## src/rtl/wb_sb_pkg.sv

```systemverilog
// wb_sb_pkg: shared definitions for the writeback scoreboard.
//   - sb_state_e : scoreboard FSM states
//   - DEF_*      : default parameter values used by the interface and top
package wb_sb_pkg;

   localparam int unsigned DEF_XLEN      = 32;
   localparam int unsigned DEF_NREG      = 32;
   localparam int unsigned DEF_NCHK      = 10;
   localparam int unsigned DEF_QUIET_CYC = 20;
   localparam int unsigned DEF_MAX_CYC   = 1000;

   typedef enum logic [1:0] {
      IDLE,
      RUN,
      CHECK,
      DONE
   } sb_state_e;

endpackage

```

## src/rtl/wb_scoreboard_if.sv

```systemverilog
// wb_scoreboard_if: control, configuration, writeback snoop and verdict
// signals of the scoreboard.
//   master : drives start, cfg_*, wb_*; observes the verdict
//   slave  : the scoreboard side
interface wb_scoreboard_if
   import wb_sb_pkg::*;
#(
   parameter int unsigned XLEN    = DEF_XLEN,
   parameter int unsigned NREG    = DEF_NREG,
   parameter int unsigned NCHK    = DEF_NCHK,
   parameter int unsigned MAX_CYC = DEF_MAX_CYC
);
   localparam int unsigned RW  = $clog2(NREG);
   localparam int unsigned CW  = $clog2(NCHK);
   localparam int unsigned CCW = $clog2(MAX_CYC + 1);

   logic            start;
   logic            cfg_we;
   logic [CW-1:0]   cfg_idx;
   logic [RW-1:0]   cfg_rd;
   logic [XLEN-1:0] cfg_data;
   logic            cfg_en;
   logic            wb_en;
   logic [RW-1:0]   wb_rd;
   logic [XLEN-1:0] wb_data;
   logic            busy;
   logic            done;
   logic            pass;
   logic            timeout;
   logic [CW-1:0]   fail_idx;
   logic [XLEN-1:0] fail_got;
   logic [CCW-1:0]  cycle_cnt;
   logic [31:0]     retire_cnt;

   modport master (
      output start, cfg_we, cfg_idx, cfg_rd, cfg_data, cfg_en, wb_en, wb_rd, wb_data,
      input  busy, done, pass, timeout, fail_idx, fail_got, cycle_cnt, retire_cnt
   );

   modport slave (
      input  start, cfg_we, cfg_idx, cfg_rd, cfg_data, cfg_en, wb_en, wb_rd, wb_data,
      output busy, done, pass, timeout, fail_idx, fail_got, cycle_cnt, retire_cnt
   );

endinterface

```

## src/rtl/sb_shadow_rf.sv

```systemverilog
// sb_shadow_rf: shadow register file with per-register written bitmap.
//   clk_i, rst_i  : clock, asynchronous active-high reset
//   clr_i         : synchronous clear of values and bitmap
//   we_i/waddr_i/wdata_i : write port (writes to x0 are dropped)
//   raddr_i       : combinational read address
//   rdata_o/rwritten_o   : value and written flag (x0 reads as written, 0)
module sb_shadow_rf #(
   parameter  int unsigned XLEN = 32,
   parameter  int unsigned NREG = 32,
   localparam int unsigned RW   = $clog2(NREG)
) (
   input  logic            clk_i,
   input  logic            rst_i,
   input  logic            clr_i,
   input  logic            we_i,
   input  logic [RW-1:0]   waddr_i,
   input  logic [XLEN-1:0] wdata_i,
   input  logic [RW-1:0]   raddr_i,
   output logic [XLEN-1:0] rdata_o,
   output logic            rwritten_o
);

   logic [XLEN-1:0] mem_q [NREG];
   logic [NREG-1:0] wr_q;

   always_ff @(posedge clk_i or posedge rst_i) begin
      if (rst_i) begin
         for (int unsigned i = 0; i < NREG; i++) mem_q[i] <= '0;
         wr_q <= '0;
      end else if (clr_i) begin
         for (int unsigned i = 0; i < NREG; i++) mem_q[i] <= '0;
         wr_q <= '0;
      end else if (we_i && (waddr_i != '0)) begin
         mem_q[waddr_i] <= wdata_i;
         wr_q[waddr_i]  <= 1'b1;
      end
   end

   always_comb begin
      rdata_o    = '0;
      rwritten_o = 1'b1;
      if (raddr_i != '0) begin
         rdata_o    = mem_q[raddr_i];
         rwritten_o = wr_q[raddr_i];
      end
   end

endmodule

```

## src/rtl/wb_scoreboard.sv

```systemverilog
// wb_scoreboard: snoops the core's writeback port into a shadow register
// file and, once the core goes quiet or the cycle budget runs out, checks
// the programmed expectation slots and reports a pass/fail verdict.
//   clk, rst : clock, asynchronous active-high reset
//   sb       : slave side of wb_scoreboard_if (start, cfg_*, wb_*, verdict)
module wb_scoreboard
   import wb_sb_pkg::*;
#(
   parameter int unsigned XLEN      = DEF_XLEN,
   parameter int unsigned NREG      = DEF_NREG,
   parameter int unsigned NCHK      = DEF_NCHK,
   parameter int unsigned QUIET_CYC = DEF_QUIET_CYC,
   parameter int unsigned MAX_CYC   = DEF_MAX_CYC
) (
   input logic            clk,
   input logic            rst,
   wb_scoreboard_if.slave sb
);

   localparam int unsigned RW  = $clog2(NREG);
   localparam int unsigned CW  = $clog2(NCHK);
   localparam int unsigned CCW = $clog2(MAX_CYC + 1);
   localparam int unsigned QW  = $clog2(QUIET_CYC + 1);

   sb_state_e       state_q, state_d;
   logic [QW-1:0]   quiet_q, quiet_d;
   logic [CCW-1:0]  cycle_q, cycle_d;
   logic [31:0]     retire_q, retire_d;
   logic [CW-1:0]   scan_q, scan_d;
   logic            timeout_q, timeout_d;
   logic            fail_q, fail_d;
   logic            done_q, done_d;
   logic            pass_q, pass_d;
   logic [CW-1:0]   fail_idx_q, fail_idx_d;
   logic [XLEN-1:0] fail_got_q, fail_got_d;

   logic [NCHK-1:0] slot_en_q;
   logic [RW-1:0]   slot_rd_q   [NCHK];
   logic [XLEN-1:0] slot_data_q [NCHK];

   logic            rf_clr, rf_we, rf_written, slot_fail, cfg_ok;
   logic [XLEN-1:0] rf_rdata;
   logic            quiet_hit, cyc_hit;

   sb_shadow_rf #(.XLEN(XLEN), .NREG(NREG)) u_rf (
      .clk_i     (clk),
      .rst_i     (rst),
      .clr_i     (rf_clr),
      .we_i      (rf_we),
      .waddr_i   (sb.wb_rd),
      .wdata_i   (sb.wb_data),
      .raddr_i   (slot_rd_q[scan_q]),
      .rdata_o   (rf_rdata),
      .rwritten_o(rf_written)
   );

   assign cfg_ok = sb.cfg_we && ((state_q == IDLE) || (state_q == DONE))
                   && (32'(sb.cfg_idx) < NCHK);

   always_ff @(posedge clk or posedge rst) begin
      if (rst) begin
         slot_en_q <= '0;
         for (int unsigned i = 0; i < NCHK; i++) begin
            slot_rd_q[i]   <= '0;
            slot_data_q[i] <= '0;
         end
      end else if (cfg_ok) begin
         slot_en_q[sb.cfg_idx]   <= sb.cfg_en;
         slot_rd_q[sb.cfg_idx]   <= sb.cfg_rd;
         slot_data_q[sb.cfg_idx] <= sb.cfg_data;
      end
   end

   // Unwritten registers fail regardless of value; x0 reads as written zero.
   assign slot_fail = slot_en_q[scan_q] &&
                      (!rf_written || (rf_rdata != slot_data_q[scan_q]));

   // Quiet exit fires on the QUIET_CYC-th consecutive idle edge.
   assign quiet_hit = !sb.wb_en && (quiet_q == QW'(QUIET_CYC - 1));
   assign cyc_hit   = (cycle_q == CCW'(MAX_CYC - 1));

   always_comb begin
      state_d    = state_q;
      quiet_d    = quiet_q;
      cycle_d    = cycle_q;
      retire_d   = retire_q;
      scan_d     = scan_q;
      timeout_d  = timeout_q;
      fail_d     = fail_q;
      done_d     = done_q;
      pass_d     = pass_q;
      fail_idx_d = fail_idx_q;
      fail_got_d = fail_got_q;
      rf_clr     = 1'b0;
      rf_we      = 1'b0;
      unique case (state_q)
         IDLE, DONE: begin
            if (sb.start) begin
               state_d    = RUN;
               rf_clr     = 1'b1;
               quiet_d    = '0;
               cycle_d    = '0;
               retire_d   = '0;
               scan_d     = '0;
               timeout_d  = 1'b0;
               fail_d     = 1'b0;
               done_d     = 1'b0;
               pass_d     = 1'b0;
               fail_idx_d = '0;
               fail_got_d = '0;
            end
         end
         RUN: begin
            if (cycle_q != CCW'(MAX_CYC)) cycle_d = cycle_q + 1'b1;
            if (sb.wb_en) begin
               quiet_d = '0;
               if (sb.wb_rd != '0) begin
                  rf_we    = 1'b1;
                  retire_d = retire_q + 32'd1;
               end
            end else begin
               quiet_d = quiet_q + 1'b1;
            end
            if (quiet_hit || cyc_hit) begin
               state_d   = CHECK;
               timeout_d = cyc_hit;
               scan_d    = '0;
            end
         end
         CHECK: begin
            if (slot_fail && !fail_q) begin
               fail_d     = 1'b1;
               fail_idx_d = scan_q;
               fail_got_d = rf_written ? rf_rdata : '0;
            end
            if (scan_q == CW'(NCHK - 1)) begin
               state_d = DONE;
               done_d  = 1'b1;
               pass_d  = !(fail_q || slot_fail) && !timeout_q;
            end else begin
               scan_d = scan_q + 1'b1;
            end
         end
         default: state_d = IDLE;
      endcase
   end

   always_ff @(posedge clk or posedge rst) begin
      if (rst) begin
         state_q    <= IDLE;
         quiet_q    <= '0;
         cycle_q    <= '0;
         retire_q   <= '0;
         scan_q     <= '0;
         timeout_q  <= 1'b0;
         fail_q     <= 1'b0;
         done_q     <= 1'b0;
         pass_q     <= 1'b0;
         fail_idx_q <= '0;
         fail_got_q <= '0;
      end else begin
         state_q    <= state_d;
         quiet_q    <= quiet_d;
         cycle_q    <= cycle_d;
         retire_q   <= retire_d;
         scan_q     <= scan_d;
         timeout_q  <= timeout_d;
         fail_q     <= fail_d;
         done_q     <= done_d;
         pass_q     <= pass_d;
         fail_idx_q <= fail_idx_d;
         fail_got_q <= fail_got_d;
      end
   end

   assign sb.busy       = (state_q == RUN) || (state_q == CHECK);
   assign sb.done       = done_q;
   assign sb.pass       = pass_q;
   assign sb.timeout    = timeout_q;
   assign sb.fail_idx   = fail_idx_q;
   assign sb.fail_got   = fail_got_q;
   assign sb.cycle_cnt  = cycle_q;
   assign sb.retire_cnt = retire_q;

endmodule

```

## src/flat_wrapper.sv

```systemverilog
// flat-port wrapper written by rule: the top's interface ports become plain ports
module wb_scoreboard_flat import wb_sb_pkg::*;
#(
   parameter int unsigned XLEN      = DEF_XLEN,
   parameter int unsigned NREG      = DEF_NREG,
   parameter int unsigned NCHK      = DEF_NCHK,
   parameter int unsigned QUIET_CYC = DEF_QUIET_CYC,
   parameter int unsigned MAX_CYC   = DEF_MAX_CYC
)
  (clk, rst, sb_start, sb_cfg_we, sb_cfg_idx, sb_cfg_rd, sb_cfg_data, sb_cfg_en, sb_wb_en, sb_wb_rd, sb_wb_data, sb_busy, sb_done, sb_pass, sb_timeout, sb_fail_idx, sb_fail_got, sb_cycle_cnt, sb_retire_cnt);
  wb_scoreboard_if #(.XLEN(XLEN), .NREG(NREG), .NCHK(NCHK), .MAX_CYC(MAX_CYC)) sb_i ();
  input logic clk;
  input logic rst;
  input wire logic [$bits(sb_i.start)-1:0] sb_start;
  input wire logic [$bits(sb_i.cfg_we)-1:0] sb_cfg_we;
  input wire logic [$bits(sb_i.cfg_idx)-1:0] sb_cfg_idx;
  input wire logic [$bits(sb_i.cfg_rd)-1:0] sb_cfg_rd;
  input wire logic [$bits(sb_i.cfg_data)-1:0] sb_cfg_data;
  input wire logic [$bits(sb_i.cfg_en)-1:0] sb_cfg_en;
  input wire logic [$bits(sb_i.wb_en)-1:0] sb_wb_en;
  input wire logic [$bits(sb_i.wb_rd)-1:0] sb_wb_rd;
  input wire logic [$bits(sb_i.wb_data)-1:0] sb_wb_data;
  output wire logic [$bits(sb_i.busy)-1:0] sb_busy;
  output wire logic [$bits(sb_i.done)-1:0] sb_done;
  output wire logic [$bits(sb_i.pass)-1:0] sb_pass;
  output wire logic [$bits(sb_i.timeout)-1:0] sb_timeout;
  output wire logic [$bits(sb_i.fail_idx)-1:0] sb_fail_idx;
  output wire logic [$bits(sb_i.fail_got)-1:0] sb_fail_got;
  output wire logic [$bits(sb_i.cycle_cnt)-1:0] sb_cycle_cnt;
  output wire logic [$bits(sb_i.retire_cnt)-1:0] sb_retire_cnt;
  assign sb_i.start = sb_start;
  assign sb_i.cfg_we = sb_cfg_we;
  assign sb_i.cfg_idx = sb_cfg_idx;
  assign sb_i.cfg_rd = sb_cfg_rd;
  assign sb_i.cfg_data = sb_cfg_data;
  assign sb_i.cfg_en = sb_cfg_en;
  assign sb_i.wb_en = sb_wb_en;
  assign sb_i.wb_rd = sb_wb_rd;
  assign sb_i.wb_data = sb_wb_data;
  assign sb_busy = sb_i.busy;
  assign sb_done = sb_i.done;
  assign sb_pass = sb_i.pass;
  assign sb_timeout = sb_i.timeout;
  assign sb_fail_idx = sb_i.fail_idx;
  assign sb_fail_got = sb_i.fail_got;
  assign sb_cycle_cnt = sb_i.cycle_cnt;
  assign sb_retire_cnt = sb_i.retire_cnt;
  wb_scoreboard #(.XLEN(XLEN), .NREG(NREG), .NCHK(NCHK), .QUIET_CYC(QUIET_CYC), .MAX_CYC(MAX_CYC)) u_core (.clk(clk), .rst(rst), .sb(sb_i));
endmodule
```

## config.mk

```make
export PLATFORM = sky130hd
export DESIGN_NAME = wb_scoreboard_flat
export DESIGN_NICKNAME = d
export VERILOG_FILES = /design/src/rtl/wb_sb_pkg.sv /design/src/rtl/wb_scoreboard_if.sv /design/src/rtl/sb_shadow_rf.sv /design/src/rtl/wb_scoreboard.sv /design/src/flat_wrapper.sv
export SDC_FILE = /design/constraint.sdc
export NUM_CORES = 2
export LEC_CHECK = 0
export ABC_CLOCK_PERIOD_IN_PS = 106400
export CAP_MARGIN = 20
export CORE_MARGIN = 5
export CORE_UTILIZATION = 35
export DETAILED_ROUTE_END_ITERATION = 8
export PLACE_DENSITY_LB_ADDON = 0.25
export SLEW_MARGIN = 25
export SYNTH_ARGS = -nofsm -noshare
export SYNTH_HDL_FRONTEND = slang
export SYNTH_SLANG_ARGS = --single-unit
```

## constraint.sdc

```tcl
create_clock -name clk -period 106.4 [get_ports clk]
set_clock_uncertainty 0.1 [all_clocks]
set_input_delay 15.96 -clock clk [delete_from_list [all_inputs] [get_ports clk]]
set_output_delay 15.96 -clock clk [all_outputs]
set_load 0.01 [all_outputs]
```

==> run summary <==
## STA
• **portion of the clock cycle consumed by the worst path in the final layout** 0.198
• **slack of the critical path** 85.36 ns
• **RSZ-0062 raised after global routing** no
• **Setup TNS** 0 ns
• **Rel. slew slack** 0.204
• **final critical path time including I/O delays and setup** 21.04 ns
• **final count of pins violating max slew** 0
• **timing-limited maximum frequency** 47.5 MHz
• **transition time at the pin with the least slew margin** 1.18 ns
• **Final Hold Violating Endpoints** 0
• **count of final setup violators** 0

## Routing
• **routed wire length** 271000 µm
• **post-detailed-route via-to-cell ratio** 5.75
• **number of DRC markers after the initial detailed-route iteration** 7159
• **ANT nets after route** 0
• **overall via count from detail_route** 59400
• **iteration count of the initial detailed-routing pass** 6
• **total DRC errors in the routed layout** 0
• **average wire length per cell after detail routing** 26.2 µm

## Synth
• **proportion of synthesized flip-flops having asynchronous set or reset** 1.00
• **cell count after synthesis** 7674
• **post-synth top area cell** sky130_fd_sc_hd__dfrtp_1
• **area share of the largest cell type after synthesis** 0.520
• **count of different cell masters after synthesis** 87
• **sequential element share of the synthesized area** 0.520
• **post-synth design cell area** 72200 µm²
• **total number of yosys warnings** 0
• **post-synthesis register bit count** 1499
• **syn avg cell area** 9.41 µm²
• **nets in the synthesized netlist** 7767
• **most common flop cell mapped by yosys** sky130_fd_sc_hd__dfrtp_1
• **ranking of synthesized cells by area** sky130_fd_sc_hd__dfrtp_1 (52%), sky130_fd_sc_hd__nand2_1 (12%), sky130_fd_sc_hd__a21oi_1 (7.9%)
• **number of enable-type register cells in the synthesized netlist** 0

## Setup path
• **WS Path Type** primary input to async pin
• **Crit-path slowest cell** sky130_fd_sc_hd__buf_4
• **cell seen most often among critical-path stages** sky130_fd_sc_hd__buf_4
• **largest incremental delay on the critical path** 0.81 ns
• **crit path capture type** async pin
• **maximum fanout along the worst path** 117
• **cell breakdown of the critical path** clkdlybuf4s50_1 -> inv_8 -> buf_4 -> buf_4 -> buf_6 -> buf_4 -> buf_4 -> buf_4
• **Worst Path Required** 107.11 ns
• **data arrival time of the critical path** 21.76 ns
• **crit path launch type** primary input

## Min path
• **worst hold path class** flip-flop to flip-flop

## Final layout
• **utilization after layout** 0.400
• **share of post-route cells with drive strength above 1** 0.142
• **number of nets at the end of the flow** 7598
• **relative area change from synthesis to final layout** 13.6%

## Clock tree
• **number of buffers added by the clock tree synthesis step** 163
• **maximum clock insertion buffer count** 3
• **post-CTS sizing** 0
• **TritonCTS Sinks** 1499
• **source-to-sink clock delay at the later pin of the worst-skew pair** 0.85 ns
• **clock transition time at the flip-flop clock pins of the worst setup and hold paths** 0.06 ns
• **Setup Buffers After CTS** 0
• **CTS tree** done
• **hold bufs inserted after CTS** 0
• **buffer cell driving the clock tree root** sky130_fd_sc_hd__clkbuf_16
• **number of levels in the clock H-tree** 4

## Die
• **num rows** 166
• **Core ar.** 205000 µm²
• **initial core utilization** 0.352
• **die height** 464 µm
• **die width** 464 µm
• **die area** 215000 µm²
• **count of pins on the block boundary** 166

## Global routing
• **number of antenna violations at the first check in global routing** 17
• **total global-route track usage** 0.244
• **sum of overflow across all layers after global routing** 0
• **vias in the first global route** 58300
• **global-route wire length before repair** 399000 µm
• **largest net degree at the start of global routing** 172

## Placement
• **port bufs** 165
• **sum of net half-perimeters after detailed placement** 155000 µm
• **last weighted congestion value of the routability-driven placer** 0.855
• **Place WS** 83.95 ns

## Flow run
• **count of max-cap constraint violations** 0

## Run status
• **status** finished clean

## Pwr
• **total power divided by cell area** 25.7 nW/µm²
• **leakage** 0.0345 µW
• **Overall Power** 2100 µW
• **highest ir drop seen on vdd** 0.0000194 V

==> where the power goes <==
part	switching, µW	internal [µW]
registers	48.4	660
clock network	258	347
logic	553	238
==> state kept, by name (all words and copies together), names as in the netlist <==
register              cells
u_core.fail_q             1
u_core.quiet_q            5
u_core.sb.cycle_cnt      10
u_core.sb.done            1
u_core.sb.fail_got       32
u_core.sb.fail_idx        4
u_core.sb.pass            1
u_core.sb.retire_cnt     32
u_core.sb.timeout         1
u_core.scan_q             4
u_core.slot_data_q      320
u_core.slot_en_q         10
u_core.slot_rd_q         50
u_core.state_q            2
u_core.u_rf.mem_q       995
u_core.u_rf.wr_q         31
==> path summary, 6_finish.rpt <==
kind | depth (start not counted) | from | to | slack (ns)
setup / recovery | 8 | rst | u_core.u_rf.mem_q[332] | 85.36
hold / removal | 1 | u_core.u_rf.mem_q[1023] | u_core.u_rf.mem_q[1023] | 0.39
setup reg to reg | 18 | u_core.scan_q[2] | u_core.sb.fail_got[18] | 98.06
hold reg to reg | 1 | u_core.u_rf.mem_q[1023] | u_core.u_rf.mem_q[1023] | 0.39
max in group clk | 11 | sb_wb_rd[2] | u_core.u_rf.mem_q[686] | 86.97
min in group asynchronous | 2 | rst | u_core.sb.retire_cnt[21] | 15.58
==> cell families after synthesis <==
group / share of synthesized area
simple gates: 0.156
compound gates: 0.138
flops: 0.520
mux: 0.134
buf+inv: 0.0451
xor+xnor: 0.00619
fa+ha+maj: 0.00156
==> per-layer routing <==
layer / global-route usage / part of all wire / vias to the layer above
met3: 0.0679 / 0.10 / 517
li1: - / - / 25900
met5: 0 / 0.00039 / -
met2: 0.369 / 0.44 / 2755
met4: 0.0883 / 0.039 / 14
met1: 0.335 / 0.42 / 30300
==> cell usage after synthesis (10+ instances only) <==
library cell / instances
sky130_fd_sc_hd__nand2_1: 2339
sky130_fd_sc_hd__dfrtp_1: 1499
sky130_fd_sc_hd__a21oi_1: 1145
sky130_fd_sc_hd__clkbuf_1: 507
sky130_fd_sc_hd__mux2_2: 441
sky130_fd_sc_hd__mux2i_1: 301
sky130_fd_sc_hd__nor2_1: 256
sky130_fd_sc_hd__nand3_1: 92
sky130_fd_sc_hd__buf_2: 86
sky130_fd_sc_hd__o21ai_0: 80
sky130_fd_sc_hd__mux4_2: 73
sky130_fd_sc_hd__buf_1: 65
sky130_fd_sc_hd__inv_1: 57
sky130_fd_sc_hd__o211ai_1: 50
sky130_fd_sc_hd__a22oi_1: 48
sky130_fd_sc_hd__o22ai_1: 42
sky130_fd_sc_hd__a22o_1: 37
sky130_fd_sc_hd__a211oi_1: 35
sky130_fd_sc_hd__buf_4: 28
sky130_fd_sc_hd__xor2_1: 26
sky130_fd_sc_hd__xnor2_1: 25
sky130_fd_sc_hd__o311ai_0: 24
sky130_fd_sc_hd__nor4_1: 23
sky130_fd_sc_hd__buf_6: 22
sky130_fd_sc_hd__nor3_1: 22
sky130_fd_sc_hd__a221oi_1: 21
sky130_fd_sc_hd__nand4_1: 19
sky130_fd_sc_hd__o221ai_1: 18
sky130_fd_sc_hd__and3_1: 17
sky130_fd_sc_hd__o2111ai_1: 17
sky130_fd_sc_hd__a2111oi_0: 15
sky130_fd_sc_hd__a311oi_1: 15
sky130_fd_sc_hd__and2_1: 14
sky130_fd_sc_hd__o2bb2ai_1: 14
sky130_fd_sc_hd__a222oi_1: 13
sky130_fd_sc_hd__a31oi_1: 13
sky130_fd_sc_hd__a2111o_1: 12
sky130_fd_sc_hd__a32oi_1: 12
sky130_fd_sc_hd__a211o_1: 10
sky130_fd_sc_hd__o32ai_1: 10
==> through the flow <==
step / hold slack, ns / cells / area, µm²
floorplan: 0.353 / 7674 / 72200
global placement: 0.371 / 10000 / 76100
detailed placement: 0.373 / 10000 / 76200
CTS: 0.391 / 10300 / 81900
global route: 0.399 / 10300 / 82000
finish: 0.386 / 10300 / 82000
==> placed cells by master, fill, tap and decap left out, types with 79 or more instances in the layout <==
cell type	instances
sky130_fd_sc_hd__nand2_1	2337
sky130_fd_sc_hd__buf_4	195
sky130_fd_sc_hd__mux2_2	441
sky130_fd_sc_hd__dfrtp_1	1496
sky130_fd_sc_hd__nand3_1	91
sky130_fd_sc_hd__o21ai_0	79
sky130_fd_sc_hd__mux2i_1	301
sky130_fd_sc_hd__nor2_1	221
sky130_fd_sc_hd__clkdlybuf4s50_1	162
sky130_fd_sc_hd__a21oi_1	1144
sky130_fd_sc_hd__clkbuf_16	163
==> critical path: cells and delay by family <==
kind	cells	cell delay, ns
buffers and inverters	8	5.50
==> final cells by class <==
type | count | area [µm²]
well taps | 2688 | 3360
clock buffers | 230 | 4710
fillers | 19900 | 123000
multi-input cells | 5408 | 31800
diodes | 15 | 37.5
repair buffers | 375 | 3350
flip-flops and latches | 1499 | 37500
inverters | 58 | 225
clock inverters | 64 | 1020
(Power assumes the default switching activity.)
